===== src/rtl/bcd_calc_pkg.sv =====
// Shared types and constants for the serial BCD calculator and its display scanner.
package bcd_calc_pkg;

  typedef enum logic [1:0] {
    IDLE = 2'd0,
    CALC = 2'd1,
    DONE = 2'd2
  } state_t;

  localparam logic [3:0] BCD_MAX  = 4'd9;
  localparam logic [4:0] BCD_BASE = 5'd10;

  // Display positions: num1 digits, blank, num2 digits, blank, result digits.
  function automatic int row_count(input int digits);
    return 3 * digits + 2;
  endfunction

endpackage


===== src/rtl/bcd_digit_alu.sv =====
// One BCD digit add/subtract with carry/borrow in and out; combinational.
module bcd_digit_alu
  import bcd_calc_pkg::*;
(
  input  logic [3:0] i_a,
  input  logic [3:0] i_b,
  input  logic       i_cin,
  input  logic       i_add,
  output logic [3:0] o_y,
  output logic       o_cout,
  output logic       o_digit_invalid
);

  logic [4:0] w_sum;
  logic [4:0] w_diff;

  always_comb begin
    w_sum  = {1'b0, i_a} + {1'b0, i_b} + {4'd0, i_cin};
    w_diff = {1'b0, i_a} - {1'b0, i_b} - {4'd0, i_cin};
    o_y    = 4'd0;
    o_cout = 1'b0;
    if (i_add) begin
      if (w_sum > {1'b0, BCD_MAX}) begin
        o_y    = 4'(w_sum - BCD_BASE);
        o_cout = 1'b1;
      end else begin
        o_y = w_sum[3:0];
      end
    end else begin
      // Bit 4 set means the 5-bit difference went negative.
      if (w_diff[4]) begin
        o_y    = 4'(w_diff + BCD_BASE);
        o_cout = 1'b1;
      end else begin
        o_y = w_diff[3:0];
      end
    end
    o_digit_invalid = (i_a > BCD_MAX) || (i_b > BCD_MAX);
  end

endmodule


===== src/rtl/ssgfont.sv =====
// Hex digit to 7-segment font, active-high segments {A,B,C,D,E,F,G,DOT}.
module ssgfont (
  input  logic [3:0] i_dig,
  input  logic       i_dot,
  output logic [7:0] o_ssg
);

  logic [6:0] w_seg;

  always_comb begin
    w_seg = 7'b0000000;
    case (i_dig)
      4'h0: w_seg = 7'b1111110;
      4'h1: w_seg = 7'b0110000;
      4'h2: w_seg = 7'b1101101;
      4'h3: w_seg = 7'b1111001;
      4'h4: w_seg = 7'b0110011;
      4'h5: w_seg = 7'b1011011;
      4'h6: w_seg = 7'b1011111;
      4'h7: w_seg = 7'b1110000;
      4'h8: w_seg = 7'b1111111;
      4'h9: w_seg = 7'b1111011;
      4'hA: w_seg = 7'b1110111;
      4'hB: w_seg = 7'b0011111;
      4'hC: w_seg = 7'b1001110;
      4'hD: w_seg = 7'b0111101;
      4'hE: w_seg = 7'b1001111;
      4'hF: w_seg = 7'b1000111;
      default: w_seg = 7'b0000000;
    endcase
    o_ssg = {w_seg, i_dot};
  end

endmodule


===== src/rtl/bcd_calc_scan.sv =====
// Serial packed-BCD add/subtract (one digit per clock, start/done) with a 7-segment scanner.
// Define LEADING_ZERO_BLANK_EN to blank leading zero digits in each displayed field.
module bcd_calc_scan
  import bcd_calc_pkg::*;
#(
  parameter int DIGITS   = 2,
  parameter int SCAN_DIV = 15
) (
  input  logic                  clk,
  input  logic                  rst,
  input  logic                  start,
  input  logic                  sel,
  input  logic [4*DIGITS-1:0]   num1,
  input  logic [4*DIGITS-1:0]   num2,
  output logic                  busy,
  output logic                  done,
  output logic [4*DIGITS-1:0]   out,
  output logic                  flow,
  output logic                  err,
  output logic [7:0]            ssg,
  output logic [3*DIGITS+1:0]   ssg_row
);

  localparam int W    = 4 * DIGITS;
  localparam int ROWS = row_count(DIGITS);
  localparam int RW   = $clog2(ROWS);
  localparam int IW   = (DIGITS > 1) ? $clog2(DIGITS) : 1;

  state_t          r_state, w_next;
  logic [W-1:0]    r_a, r_b, r_res, w_res_next;
  logic            r_add, r_c, r_inv;
  logic [IW-1:0]   r_idx;
  logic [SCAN_DIV-1:0] r_pre;
  logic [RW-1:0]   r_row, w_k;
  logic [3:0]      w_y, w_dig;
  logic            w_cout, w_dinv, w_last, w_inv_all, w_on;
  logic [W-1:0]    w_field;

  bcd_digit_alu u_alu (
    .i_a             (r_a[4*r_idx +: 4]),
    .i_b             (r_b[4*r_idx +: 4]),
    .i_cin           (r_c),
    .i_add           (r_add),
    .o_y             (w_y),
    .o_cout          (w_cout),
    .o_digit_invalid (w_dinv)
  );

  assign w_last    = (r_idx == IW'(DIGITS - 1));
  assign w_inv_all = r_inv | w_dinv;
  assign busy      = (r_state != IDLE);
  assign done      = (r_state == DONE);

  always_comb begin
    w_res_next = r_res;
    w_res_next[4*r_idx +: 4] = w_y;
  end

  always_comb begin
    w_next = r_state;
    case (r_state)
      IDLE:    if (start) w_next = CALC;
      CALC:    if (w_last) w_next = DONE;
      DONE:    w_next = IDLE;
      default: w_next = IDLE;
    endcase
  end

  always_ff @(posedge clk or posedge rst) begin
    if (rst) begin
      r_state <= IDLE;
      r_a     <= '0;
      r_b     <= '0;
      r_res   <= '0;
      r_add   <= 1'b0;
      r_c     <= 1'b0;
      r_inv   <= 1'b0;
      r_idx   <= '0;
      out     <= '0;
      flow    <= 1'b0;
      err     <= 1'b0;
    end else begin
      r_state <= w_next;
      case (r_state)
        IDLE: begin
          if (start) begin
            r_a   <= num1;
            r_b   <= num2;
            r_add <= sel;
            r_idx <= '0;
            r_c   <= 1'b0;
            r_inv <= 1'b0;
          end
        end
        CALC: begin
          r_res <= w_res_next;
          r_c   <= w_cout;
          r_inv <= w_inv_all;
          r_idx <= r_idx + 1'b1;
          // Outputs load on the final digit so they are valid while done is high.
          if (w_last) begin
            err  <= w_inv_all;
            out  <= w_inv_all ? '0 : w_res_next;
            flow <= w_inv_all ? 1'b0 : w_cout;
          end
        end
        default: ;
      endcase
    end
  end

  always_ff @(posedge clk or posedge rst) begin
    if (rst) begin
      r_pre <= '0;
      r_row <= '0;
    end else begin
      r_pre <= r_pre + 1'b1;
      if (&r_pre) begin
        r_row <= (r_row == RW'(ROWS - 1)) ? '0 : r_row + 1'b1;
      end
    end
  end

  always_comb begin
    w_field = '0;
    w_k     = '0;
    w_on    = 1'b0;
    if (r_row < RW'(DIGITS)) begin
      w_field = r_a;
      w_k     = r_row;
      w_on    = 1'b1;
    end else if ((r_row > RW'(DIGITS)) && (r_row <= RW'(2 * DIGITS))) begin
      w_field = r_b;
      w_k     = r_row - RW'(DIGITS + 1);
      w_on    = 1'b1;
    end else if (r_row >= RW'(2 * DIGITS + 2)) begin
      w_field = out;
      w_k     = r_row - RW'(2 * DIGITS + 2);
      w_on    = 1'b1;
    end
    w_dig = 4'(w_field >> (4 * (DIGITS - 1 - int'(w_k))));
`ifdef LEADING_ZERO_BLANK_EN
    if (((w_field >> (4 * (DIGITS - 1 - int'(w_k)))) == '0) && (int'(w_k) != DIGITS - 1))
      w_on = 1'b0;
`endif
    ssg_row = '0;
    if (w_on) ssg_row[r_row] = 1'b1;
  end

  ssgfont u_font (
    .i_dig (w_dig),
    .i_dot (1'b0),
    .o_ssg (ssg)
  );

endmodule


===== config.mk =====
export PLATFORM = sky130hd
export DESIGN_NAME = bcd_calc_scan
export DESIGN_NICKNAME = d
export VERILOG_FILES = /design/src/rtl/bcd_calc_pkg.sv /design/src/rtl/bcd_digit_alu.sv /design/src/rtl/ssgfont.sv /design/src/rtl/bcd_calc_scan.sv
export SDC_FILE = /design/constraint.sdc
export NUM_CORES = 1
export LEC_CHECK = 0
export BUFFER_PORTS_ARGS = -buffer_cell sky130_fd_sc_hd__buf_2
export CAP_MARGIN = 20
export CORE_MARGIN = 1.5
export CORE_UTILIZATION = 62
export CTS_CLUSTER_SIZE = 40
export DETAILED_ROUTE_END_ITERATION = 8
export PLACE_DENSITY = 0.94
export SYNTH_ARGS = -nofsm -noshare
export SYNTH_HDL_FRONTEND = slang
export SYNTH_SLANG_ARGS = --single-unit
export TNS_END_PERCENT = 1

===== constraint.sdc =====
create_clock -name clk -period 4.8 [get_ports clk]
set_input_delay 0.48 -clock clk [delete_from_list [all_inputs] [get_ports clk]]
set_output_delay 0.48 -clock clk [all_outputs]
set_load 0.02 [all_outputs]

Yosys cells after proc, flatten, opt, wreduce, memory -nomap -nowiden
Memory sizes are Yosys's and may differ from the RTL's. Cells that the tools add are included.

Word-level logic and storage cells: 87. Output and inout port bits: 28. Register bits after elaboration: 58. Memory bits (read-only): 112. Memories: 1.

Memories: (name not given) (words 16, width 7, rd ports 1, clocked after memory_dff 0, write ports 0, line ssgfont.sv:12) `case (i_dig)`.

$lt $le $gt $ge: 9. Eq/ne operators: 5. Reduce and logical (&&, ||, !) cells: 11. Bitwise gates (word level): 1. Shift operators: 5. $add $sub $neg: 13. Multiplexer cells: 29.

Operator list (count): 8-bit 2-to-1 mux (5); 3-bit negator with 34-bit output (1); 4-bit by 34-bit variable shift with 8-bit output (first input constant) (1); 4-bit by 34-bit indexed part select with 8-bit output (1); 8-bit by 32-bit >> shifter with 4-bit output (1); 8-bit by 4-bit indexed part select with 4-bit output (2); 15-bit by 1-bit adder with 15-bit output (second input constant) (1); 15-bit AND reduction (1); 3-bit 2-to-1 mux (4); 4-bit 2-to-1 mux (3); 1-bit 2-to-1 mux (9); 8-bit bitwise mux (1); 4-bit > comparator (second input constant) (2); 2-bit AND reduction (4); 1-bit one-hot mux with 2 select lines (3); 4-bit by 4-bit adder with 5-bit output (1); 5-bit by 1-bit adder with 5-bit output (1); 5-bit by 4-bit > comparator with 1-bit output (second input constant) (1); 4-bit by 4-bit subtractor with 5-bit output (1); 5-bit by 1-bit subtractor with 5-bit output (1); 4-bit adder (second input constant) (1); 3-bit by 4-bit < comparator with 1-bit output (second input constant) (1); 2-bit 2-to-1 mux (2); 2-bit inequality test (second input constant) (2); other kinds (21) (23).

Logic depth before layout (Yosys ltp)
Depth after elaboration: 9. Gate-level depth with buffers: 14. Mapped depth without buffers: 13.

Modules after synthesis
From an unflattened synthesis, not the netlist that was laid out.

Cell total of the unflattened synthesis: 379. Area total of the unflattened synthesis: 3633.5 µm².

Modules (own cells, without submodules): bcd_calc_scan (cells an instance 275, area an instance 2747.6 µm², instances 1, seq. area each 1351.3 µm²); bcd_digit_alu (cells an instance 70, area an instance 590.6 µm², instances 1, seq. area each 0.0 µm²); ssgfont (cells an instance 34, area an instance 295.3 µm², instances 1, seq. area each 0.0 µm²).

Worst setup path before layout
OpenSTA, ideal clock, no wires.

Path kind: reg2reg. Start: register r_idx. End: register r_res[2]. Required time: 4.717 ns. Cell stages (with the launch flop): 14. Clock period less this slack: 3.242 ns. Arrival: 3.159 ns. Setup slack: 1.558 ns. Cells stage by stage: dfrtp_1 > buf_1 > mux2i_1 > inv_1 > fa_1 > fa_1 > xor2_1 > ha_1 > inv_1 > o21ai_0 > o21ai_0 > mux2i_1 > a21oi_1 > o21ai_0.

Longest elaborated chain between the ends: 8. Elaborated cells on any way between the ends: 16. Classes of those cells: add/sub: 7; order compare: 1; shift: 4; mux: 4.

Ends and longest elaborated chain: start, declared (line bcd_calc_scan.sv:32) `logic [IW-1:0] r_idx;`; start signal, assigned (line bcd_calc_scan.sv:99) `r_idx <= r_idx + 1'b1;`; 8-bit by 4-bit indexed part select with 4-bit output, on equally long branches (line bcd_calc_scan.sv:40, bcd_calc_scan.sv:41); 4-bit by 4-bit subtractor with 5-bit output / 4-bit by 4-bit adder with 5-bit output (equally long branches) (line bcd_digit_alu.sv:19, bcd_digit_alu.sv:18); 5-bit by 1-bit subtractor with 5-bit output / 5-bit by 1-bit adder with 5-bit output (equally long branches) (line bcd_digit_alu.sv:19, bcd_digit_alu.sv:18); 4-bit adder, or another cell as far along (line bcd_digit_alu.sv:32) `o_y = 4'(w_diff + BCD_BASE);`; 4-bit 2-to-1 mux, on equally long branches (line bcd_digit_alu.sv:31, bcd_digit_alu.sv:23); 4-bit 2-to-1 mux (line bcd_digit_alu.sv:22) `if (i_add) begin`; 4-bit by 34-bit indexed part select with 8-bit output (line bcd_calc_scan.sv:56) `w_res_next[4*r_idx +: 4] = w_y;`; 8-bit bitwise mux (*) (line bcd_calc_scan.sv:56); end signal, assigned (line bcd_calc_scan.sv:96) `r_res <= w_res_next;`; end, declared (line bcd_calc_scan.sv:30) `logic [W-1:0] r_a, r_b, r_res, w_res_next;`.

Mark *: on every way between the ends. The rest lies on a longest branch, timed or not. A chain may end at the register's enable or synchronous reset.

Final worst setup path
Start: register r_row[2]. End: output port ssg[4].

Longest elaborated chain between the ends: 7. Elaborated cells on any way between the ends: 16. Classes of those cells: add/sub: 3; order compare: 4; shift: 1; mux: 6; reduce/logical: 1; memory: 1.

Ends and longest elaborated chain: start, declared (line bcd_calc_scan.sv:34) `logic [RW-1:0] r_row, w_k;`; start signal, assigned (line bcd_calc_scan.sv:119) `r_row <= (r_row == RW'(ROWS - 1)) ? '0 : r_row + 1'b1;`; 3-bit subtractor, or another cell as far along (line bcd_calc_scan.sv:138) `w_k = r_row - RW'(2 * DIGITS + 2);`; 3-bit 2-to-1 mux / 1-bit logical AND (equally long branches) (line bcd_calc_scan.sv:136, bcd_calc_scan.sv:132); 3-bit 2-to-1 mux (line bcd_calc_scan.sv:132) `end else if ((r_row > RW'(DIGITS)) && (r_row <= RW'(2 * DIGITS))) begin`; 3-bit 2-to-1 mux (line bcd_calc_scan.sv:128) `if (r_row < RW'(DIGITS)) begin`; 1-bit by 3-bit subtractor with 4-bit output (line bcd_calc_scan.sv:141) `w_dig = 4'(w_field >> (4 * (DIGITS - 1 - int'(w_k))));`; 8-bit by 32-bit >> shifter with 4-bit output (*) (line bcd_calc_scan.sv:141); memory read 16 x 7 bit (*); end, declared (line bcd_calc_scan.sv:20) `output logic [7:0] ssg,`.

Marked as above.

==> flow_metrics.py <==
metrics = {
    "timing": {
        "max_freq_ghz": 0.237,
        "slew_violations": 0,
        "worstMarginPinSlew_ps": 647,
        "worst_hold_slack_ps": 83.3,
        "finalSetupTns_ps": 0,
        "setup_viol": 0,
        "finalHoldViolCount": 0,
        "slew_headroom": 0.569,
        "min_period_ps": 4210,
        "fin_skew_ps": 11.8,
        "rsz0062_at_grt": "no",
        "final.period_utilization": 0.877,
    },
    "setup_path": {
        "crit_top_cell": "inv_1",
        "r2r_setup_slack_ps": 1120,
        "cp.required_ps": 4320,
        "critPathKind": "register to output pin",
        "path_cells": "inv_1 > ha_1 > inv_1 > a21oi_1 > nor2_1 > o32ai_1 > nand2b_1 > inv_1 > ha_1 > mux2i_1 > mux2_2 > buf_2",
        "slowest_delay_ps": 530,
        "end_kind": "output pin",
        "cp.arrival_ps": 3730,
        "crit_path_start_kind": "register",
        "reg2reg_depth": 12,
        "rr_endpoint": "out[6]",
        "rr_startpoint": "r_idx",
        "path_buf_inv": 4,
        "cp_slowest_cell": "dfrtp_1",
        "crit_fanout": 13,
        "critPathTopFamily": "buffers and inverters",
    },
    "grt": {
        "grt_pass1_wl_mm": 12.3,
        "grt_usage": 0.257,
        "gr-total-overflow": 0,
        "grt_pass1_vias": 2648,
        "grt_max_degree": 55,
        "grt_antenna_before_repair": 0,
    },
    "power": {
        "power.density_mw_per_mm2": 793,
        "vdd_drop_max_v": 0.000922,
        "power.leakage_nw": 1.89,
        "p_total_w": 0.00306,
    },
    "synth": {
        "yosys_warnings": 0,
        "async_reset_ff_frac": 1.00,
        "synth_area_mm2": 0.00354,
        "synth.distinct_cells": 53,
        "ys.flop_type": "dfrtp_1",
        "syn_inst": 358,
        "seq_area_frac_synth": 0.382,
        "synth_fp_nets": 408,
        "syn_area_per_cell_um2": 9.88,
        "ys_ff_latch": 54,
        "synth-edff-count": 0,
    },
    "die": {
        "rows": 27,
        "die_area_mm2": 0.00617,
        "die_h_um": 78.5,
        "core_mm2": 0.00551,
        "initial_core_util": 0.643,
        "die_w_um": 78.5,
        "ios": 48,
    },
    "detailed_routing": {
        "via_count": 2695,
        "vias_per_cell": 5.72,
        "first_iter_violations": 177,
        "route.detailed.drc": 0,
        "wl_per_cell_um": 16.1,
        "first_pass_iters": 4,
        "final_antenna_net_count": 0,
        "wirelength_mm": 7.57,
    },
    "job": {
        "drv_cap": 0,
    },
    "place": {
        "place_inst": 463,
        "gp_congestion": 0.883,
        "dp_hpwl_mm": 5.71,
        "port_buffers": 46,
    },
    "clock_tree": {
        "h-tree-depth": 2,
        "cts_tree": "yes",
        "clkSlewWorstSetupHoldPaths_ps": 100,
        "clock_path_buffers": 2,
        "cts_setup_buffers": 0,
        "cts-buffers-inserted": 5,
        "hold_buffers": 0,
        "clock-sinks": 54,
        "clkLatencyLatePin_ps": 310,
        "root_buffer": "clkbuf_8",
        "cts-resized-gates": 0,
    },
    "finish": {
        "layout.nets": 449,
        "final_cells": 471,
        "layout-drive-gt1-share": 0.238,
        "layout_common_cells": "54 x dfrtp_1, 46 x buf_2, 37 x nand2_1, 27 x o21ai_0, 26 x ha_1",
        "syn_to_final_growth_pct": 9.05,
        "insertedDiodeCount": 0,
        "mostFrequentLayoutCell": "dfrtp_1",
    },
    "outcome": {
        "status": "finished, final reports clean",
    },
    "hold_path": {
        "min_path_type": "input port to asynchronous set/reset pin",
    },
}
## worst reg2reg max path, stage by stage (launching register included)
cell,delay [ps]
dfrtp_1,690
mux2i_1,360
inv_1,100
fa_1,440
fa_1,420
xor2_1,200
ha_1,240
inv_1,70
o21ai_0,80
o21ai_0,450
mux2i_1,270
a21oi_1,110
o21ai_0,190
## metal layers
| metal | GRT usage | share of wire | up-vias |
|---|---|---|---|
| met4 | 0.0964 | 0.019 | 0 |
| li1 | - | - | 1303 |
| met3 | 0.0407 | 0.051 | 11 |
| met1 | 0.324 | 0.42 | 1301 |
| met2 | 0.443 | 0.51 | 80 |
| met5 | 0 | 0 | - |
## worst max-delay path by stage
stage / endpoint / depth (start not counted) / slack [ps] / startpoint
after CTS: ssg[4] / 12 / 640 / r_row[2]
after global placement: ssg[4] / 12 / 1220 / r_row[2]
after detailed placement: ssg[4] / 12 / 1020 / r_row[2]
after floorplan: r_res[2] / 13 / 1560 / r_idx
final: ssg[4] / 12 / 590 / r_row[2]
after global routing: ssg[2] / 13 / 250 / r_row[2]
## synthesized netlist by cell type, types with 4 or more instances
master,n,share of area
a21oi_1,9,0.013
and2_1,8,0.014
and3_1,6,0.011
clkbuf_1,5,0.0053
dfrtp_1,54,0.38
fa_1,4,0.023
ha_1,26,0.092
inv_1,25,0.027
mux2_2,23,0.073
mux2i_1,11,0.031
nand2_1,37,0.039
nand2b_1,7,0.012
nand3_1,6,0.0085
nor2_1,23,0.024
nor3_1,7,0.0099
o211ai_1,8,0.017
o21ai_0,27,0.038
or2_2,4,0.0071
xnor2_1,11,0.027
xor2_1,11,0.027
## layout make-up
| class | instances | area (um^2) |
|---|---|---|
| Sequential cell | 54 | 1350 |
| Multi-Input combinational cell | 264 | 1980 |
| Clock buffer | 5 | 68.8 |
| Fill cell | 374 | 1650 |
| Inverter | 26 | 97.6 |
| Timing Repair Buffer | 48 | 258 |
| Clock inverter | 2 | 13.8 |
| Tap cell | 72 | 90.1 |
## where the power goes
| group | switching (W) | internal (W) | leakage (nW) |
|---|---|---|---|
| Clock | 0.000149 | 0.000101 | 0.0444 |
| Sequential | 0.000147 | 0.000600 | 0.680 |
| Combinational | 0.00120 | 0.000861 | 1.17 |
## logic make-up (layout without fill, tap and decap cells)
kind of cell    count (synthesis)  count (layout)  share of synthesized area
buf+inv                        40              81                     0.0587
other cells                     1               1                    0.00106
mux                            34              34                      0.104
simple gates                  109             109                      0.153
compound gates                 68              68                      0.132
flops                          54              54                      0.382
fa+ha+maj                      30              30                      0.115
xor+xnor                       22              22                     0.0545
## through the flow
stage	setup slack, ps	utilization	cell area (um^2)
floorplan	1560	-	3540
global placement	1220	0.682	3760
detailed placement	1020	0.682	3760
CTS	642	0.697	3840
global route	250	0.701	3860
finish	588	0.701	3860
## state kept, by name, summed over array words and instances, names as in the netlist, named ones only
register / count
r_pre: 15
r_idx: 1
r_a: 8
err: 1
r_state: 2
r_row: 3
flow: 1
r_res: 2
r_add: 1
out: 8
r_inv: 1
r_b: 8
r_c: 1
Power figures use the tool's default switching activity.
